## src/rtl/mod_memaccess.sv

```systemverilog
// mod_memaccess: memory-access stage; runs 8-byte loads/stores over a BUS_W-bit request/response port and hands MEM_EX to execute
// Ports: idmem/id_valid/id_ready = decoded instruction in; mem_req_*/mem_resp_* = narrow memory port;
//        memex/can_execute/ex_ready = MEM_EX out; load_buffer/loadbuffer_done = assembled load data;
//        memstage_active/store_memstage_active = memory op in flight.
// idmem = {memex fields[277:0], mem_addr[63:0]}; memex layout: [277:270] ctl_opcode, [269:268] mod,
//        [267] twob, [266] sim_end, [265:202] data_regA, [201:138] data_regB, [137:0] remaining fields.
// Optional: MEMACCESS_STORE_FWD_EN enables last-store-to-load forwarding.
module mod_memaccess #(
  parameter int BUS_W = 64,
  parameter int ADDR_W = 64
) (
  input  logic              clk,
  input  logic              reset,
  input  logic [341:0]      idmem,
  input  logic              id_valid,
  output logic              id_ready,
  output logic              mem_req_valid,
  input  logic              mem_req_ready,
  output logic              mem_req_write,
  output logic [ADDR_W-1:0] mem_req_addr,
  output logic [BUS_W-1:0]  mem_req_wdata,
  input  logic              mem_resp_valid,
  input  logic [BUS_W-1:0]  mem_resp_data,
  output logic [277:0]      memex,
  output logic              can_execute,
  input  logic              ex_ready,
  output logic [63:0]       load_buffer,
  output logic              loadbuffer_done,
  output logic              memstage_active,
  output logic              store_memstage_active
);
  localparam int BEATS = 64 / BUS_W;
  localparam logic [1:0] IDLE = 2'd0, REQ = 2'd1, WAIT = 2'd2, OUT = 2'd3;
  logic [1:0] state, beat;
  logic [277:0] held;
  logic [63:0] addr, shadow, lb_next, beat_addr, fwd_data;
  logic is_load_q, dec_load, dec_store, accept, last, fwd_hit;
  logic [7:0] op;
  logic [1:0] md;
  assign op = idmem[341:334];
  assign md = idmem[333:332];
  // twob or sim_end force PASS regardless of opcode
  assign dec_load = !idmem[331] && !idmem[330] && ((op == 8'd139 && md != 2'd3) || op[7:3] == 5'b01011);
  assign dec_store = !idmem[331] && !idmem[330] && ((op == 8'd137 && md != 2'd3) || op[7:3] == 5'b01010);
  // OUT accepts in its ex_ready cycle so a finished op hands over with no bubble
  assign id_ready = (state == IDLE || state == OUT) && (!can_execute || ex_ready);
  assign accept = id_valid && id_ready;
  assign last = beat == 2'(BEATS - 1);
  assign beat_addr = {addr[63:3], 3'b000} + 64'(beat) * 64'(BUS_W / 8);
  assign mem_req_valid = state == REQ && !fwd_hit;
  assign mem_req_write = !is_load_q;
  assign mem_req_addr = ADDR_W'(beat_addr);
  assign mem_req_wdata = held[138 + beat * BUS_W +: BUS_W];
  always_comb begin
    lb_next = shadow;
    lb_next[beat * BUS_W +: BUS_W] = mem_resp_data;
  end
`ifdef MEMACCESS_STORE_FWD_EN
  logic fwd_valid;
  logic [60:0] fwd_addr;
  always_ff @(posedge clk) begin
    if (reset) fwd_valid <= 1'b0;
    else if (state == WAIT && mem_resp_valid && last && !is_load_q) begin
      fwd_valid <= 1'b1;
      fwd_addr <= addr[63:3];
      fwd_data <= held[201:138];
    end
  end
  assign fwd_hit = is_load_q && fwd_valid && fwd_addr == addr[63:3];
`else
  assign fwd_data = '0;
  assign fwd_hit = 1'b0;
`endif
  always_ff @(posedge clk) begin
    loadbuffer_done <= 1'b0;
    if (reset) begin
      state <= IDLE;
      beat <= '0;
      held <= '0;
      addr <= '0;
      shadow <= '0;
      is_load_q <= 1'b0;
      memex <= '0;
      can_execute <= 1'b0;
      load_buffer <= '0;
      memstage_active <= 1'b0;
      store_memstage_active <= 1'b0;
    end else begin
      if (can_execute && ex_ready) can_execute <= 1'b0;
      if (state == OUT && ex_ready) state <= IDLE;
      if (accept) begin
        if (dec_load || dec_store) begin
          held <= idmem[341:64];
          addr <= idmem[63:0];
          is_load_q <= dec_load;
          beat <= '0;
          state <= REQ;
          memstage_active <= 1'b1;
          store_memstage_active <= dec_store;
        end else begin
          memex <= idmem[341:64];
          can_execute <= 1'b1;
        end
      end
      if (state == REQ && fwd_hit) begin
        state <= OUT;
        memex <= held;
        can_execute <= 1'b1;
        load_buffer <= fwd_data;
        loadbuffer_done <= 1'b1;
        memstage_active <= 1'b0;
      end else if (state == REQ && mem_req_ready) state <= WAIT;
      // load_buffer only changes on the final beat, so an aborted load never leaks partial data
      if (state == WAIT && mem_resp_valid) begin
        shadow <= lb_next;
        if (last) begin
          state <= OUT;
          memex <= held;
          can_execute <= 1'b1;
          memstage_active <= 1'b0;
          store_memstage_active <= 1'b0;
          if (is_load_q) begin
            load_buffer <= lb_next;
            loadbuffer_done <= 1'b1;
          end
        end else begin
          beat <= beat + 2'd1;
          state <= REQ;
        end
      end
    end
  end
endmodule
```

## config.mk

```make
export PLATFORM = sky130hd
export DESIGN_NAME = mod_memaccess
export DESIGN_NICKNAME = d
export VERILOG_FILES = /design/src/rtl/mod_memaccess.sv
export SDC_FILE = /design/constraint.sdc
export NUM_CORES = 2
export LEC_CHECK = 0
export ABC_AREA = 1
export CORE_ASPECT_RATIO = 0.75
export CORE_MARGIN = 3
export CORE_UTILIZATION = 30
export DETAILED_ROUTE_END_ITERATION = 8
export HOLD_SLACK_MARGIN = 0.08
export PLACE_DENSITY = 0.51
export SLEW_MARGIN = 20
export SYNTH_ARGS = -nofsm -noshare
export SYNTH_HDL_FRONTEND = slang
export SYNTH_SLANG_ARGS = --single-unit
export TNS_END_PERCENT = 100
```

## constraint.sdc

```tcl
create_clock -name clk -period 7.1 [get_ports clk]
set_input_delay 1.42 -clock clk [delete_from_list [all_inputs] [get_ports clk]]
set_output_delay 1.42 -clock clk [all_outputs]
set_load 0.03 [all_outputs]
```

==> flow_metrics.env <==
export IMPL_run_status="complete, no violations"
export IMPL_cts_root_buf="clkbuf_16"
export IMPL_floorplan_rows=107
export IMPL_synth_compound_area_frac=0.123
export IMPL_slew_viol_final=0
export IMPL_clkLatencyLatePin_ns=0.67
export IMPL_synthCells=5241
export IMPL_synth_area_top_cells="dfxtp_1 (43%), nand2_1 (15%), a21oi_1 (7.8%)"
export IMPL_async_flop_share=0
export IMPL_power_switching_share=0.267
export IMPL_synth_largest_area_cell="dfxtp_1"
export IMPL_vias=36257
export IMPL_startpoint_type="flop"
export IMPL_avgSynthCellArea_um2=6.63
export IMPL_wire_per_inst_um=20.3
export IMPL_internal_power_mw=7.49
export IMPL_r2r_cells=12
export IMPL_clock_skew_ns=0.0231
export IMPL_drt_wl_total_mm=152
export IMPL_synth_seq_area_share=0.434
export IMPL_place_area_um2=44400
export IMPL_post_route_util=0.413
export IMPL_die_w_um=399
export IMPL_syn2layout_area_growth_pct=35.9
export IMPL_drt_initial_drc_count=2447
export IMPL_cts_hold_buf=0
export IMPL_grt_max_degree=166
export IMPL_hold_start="held[267]"
export IMPL_cts_resized=0
export IMPL_powerDensity_nw_per_um2=217
export IMPL_ir_drop_v=0.000172
export IMPL_slew_headroom=0.256
export IMPL_grt_total_usage=0.241
export IMPL_synth_top_area_share=0.434
export IMPL_setup_violations=0
export IMPL_min_path_type="flop to flop"
export IMPL_setup_tns_ns=0
export IMPL_cpPeakStageDelay_ns=0.91
export IMPL_die_h_um=301
export IMPL_hold_violations=0
export IMPL_cap_viol_max_count=0
export IMPL_finalCritPeriodShare=0.829
export IMPL_postCtsSetupBuffers=0
export IMPL_crit_start="beat[1]"
export IMPL_final_antenna_net_count=0
export IMPL_clkTransAtPathRegs_ns=0.06
export IMPL_min_path_cells=2
export IMPL_leakagePower_nw=20.2
export IMPL_regToRegEndpoint="load_buffer[49]"
export IMPL_fmax_mhz=170
export IMPL_vias_per_cell=4.85
export IMPL_final_nets=6275
export IMPL_ff2ff_setup_slack_ns=2.87
export IMPL_synth_warnings=0
export IMPL_p_comb_frac=0.130
export IMPL_cts_made_buffers=87
export IMPL_path_max_fanout=17
export IMPL_p_sw_mw=2.73
export IMPL_crit_required_ns=5.68
export IMPL_synthSimpleGateAreaFrac=0.316
export IMPL_synth_edff_count=0
export IMPL_synth_main_ff_cell="dfxtp_1"
export IMPL_design_area_um2=47200
export IMPL_place_congestion=0.897
export IMPL_yosysMostFrequentCell="nand2_1"
export IMPL_pwr_share_clk=0.438
export IMPL_synth_top_family_by_area="simple AND/OR/NAND/NOR gates"
export IMPL_start_util=0.304
export IMPL_dpl_hpwl_mm=100
export IMPL_drive_gt1_frac=0.0326
export IMPL_seq_power_share=0.432
export IMPL_dieArea_um2=120000
export IMPL_synthAdderAreaFrac=0.00346
export IMPL_synth_common_cells="nand2_1 (1381), dfxtp_1 (754), nor2_1 (597)"
export IMPL_arrival_ns=4.47
export IMPL_synthXorXnorAreaFrac=0.0149
export IMPL_ys_types=28
export IMPL_critPathKind="flop to output port"
export IMPL_hold_path_endpoint="held[267]"
export IMPL_syn_cell_area_um2=34800
export IMPL_worst_pin_slew_ns=1.12
export IMPL_pin_count=889
export IMPL_grt_pass1_vias=33590
export IMPL_cts_tree="yes"
export IMPL_worstReg2RegStart="beat[1]"
export IMPL_fin_hold_ws_ns=0.449
export IMPL_clock_sinks=754
export IMPL_post_route_drc_count=0
export IMPL_io_buffers=882
export IMPL_core_area_um2=114000
export IMPL_place_ws_ns=1.85
export IMPL_fin_ws_ns=1.21
export IMPL_htreeDepth=3
export IMPL_cts_path_max_buffers=3
export IMPL_antenna_found_initial=47
export IMPL_rsz0062_at_grt="false"
export IMPL_overflow=0
export IMPL_grt_pass1_wl_mm=221
export IMPL_critPathCaptureType="output port"
export IMPL_period_minus_slack_ns=5.89
export IMPL_crit_path_cell_trace="inv_2, fa_1, nor3_1, nand3_1, nor3_1, nand3_1, xnor2_1, clkdlybuf4s50_1"
export IMPL_cp_slowest_cell="dfxtp_1"
export IMPL_ys_seq_elements=754
export IMPL_muxShareOfSynthArea=0
export IMPL_dr_pass1_iters=6
## layout by cell type, fill, tap and decap left out, types with 3 or more instances in the layout
cell type	instances
buf_12	12
nor2_4	4
nor2_1	593
dfxtp_1	753
nor3_1	35
nand2_1	1377
buf_4	29
clkbuf_1	23
ha_1	7
clkinv_4	3
xor2_1	41
clkbuf_8	21
a21oi_1	542
o21ai_0	307
clkinv_2	15
clkdlybuf4s50_1	881
inv_1	537
clkinv_1	3
nand3_1	338
clkbuf_16	88
inv_6	3
xnor2_1	18
conb_1	3
diode_2	30
nand4_1	264
nand2_4	4
## worst max-delay path by stage
stage	slack, ns	cells after the start	end
finish	1.21	8	mem_req_addr[63]
global route	0.77	8	mem_req_addr[63]
CTS	1.11	7	mem_req_addr[31]
detailed placement	1.85	7	mem_req_addr[31]
global placement	1.85	8	mem_req_addr[63]
floorplan	2.92	8	mem_req_addr[63]
## flip-flops by register name, indices dropped and copies added (netlist names), named ones only
register               flops
is_load_q                  1
shadow                    64
memstage_active            1
held                     278
load_buffer               64
can_execute                1
state                      2
memex                    278
loadbuffer_done            1
beat                       1
addr                      61
store_memstage_active      1
## worst max-delay path, delay by kind of cell, from the launching register on
family / cells / cell delay (ns)
XOR/XNOR: 1 / 0.16
adder cells (fa/ha/maj): 1 / 0.57
buffers and inverters: 2 / 0.80
flip-flops: 1 / 0.91
AND/OR/NAND/NOR: 4 / 1.36
## power by group through the flow
stage	clock (mW)	sequential (mW)	combinational (mW)
floorplan	0	4.71	0.476
global placement	0	4.51	1.34
detailed placement	0	4.51	1.34
CTS	4.62	4.42	1.34
global route	4.78	4.43	1.44
finish	4.47	4.42	1.33
## routing by layer
layer  vias to the layer above  wire [um]  share of wire  track usage
met5                         -        255         0.0017            0
met4                        36       6220          0.041        0.104
met3                       262      11900          0.079       0.0800
met2                       970      71500           0.47        0.395
met1                     16976      62200           0.41        0.288
li1                      18013          -              -            -
## cells by family (layout without fill, tap and decap cells)
logic type | after synthesis | count (layout)
flops | 754 | 754
xor+xnor | 59 | 59
fa+ha+maj | 9 | 9
buf+inv | 944 | 1622
compound gates | 851 | 851
other cells | 1 | 33
simple gates | 2623 | 2623
## stage by stage
| stage | total power [mW] | instances |
|---|---|---|
| 2_1_floorplan | 5.18 | 5243 |
| 3_3_place_gp | 5.84 | 7291 |
| 3_5_place_dp | 5.85 | 7291 |
| 4_1_cts | 10.4 | 7447 |
| 5_1_grt | 10.6 | 7470 |
| 6_report | 10.2 | 7477 |
## layout make-up
class / instances / area [um^2]
Tap cell: 1526 / 1910
Fill cell: 12024 / 67000
Multi-Input combinational cell: 3545 / 16000
Clock inverter: 24 / 204
Sequential cell: 754 / 15100
Clock buffer: 132 / 2580
Antenna cell: 30 / 75.1
Timing Repair Buffer: 923 / 9290
Inverter: 543 / 2050
No activity file was read; power rests on OpenSTA's default activity.
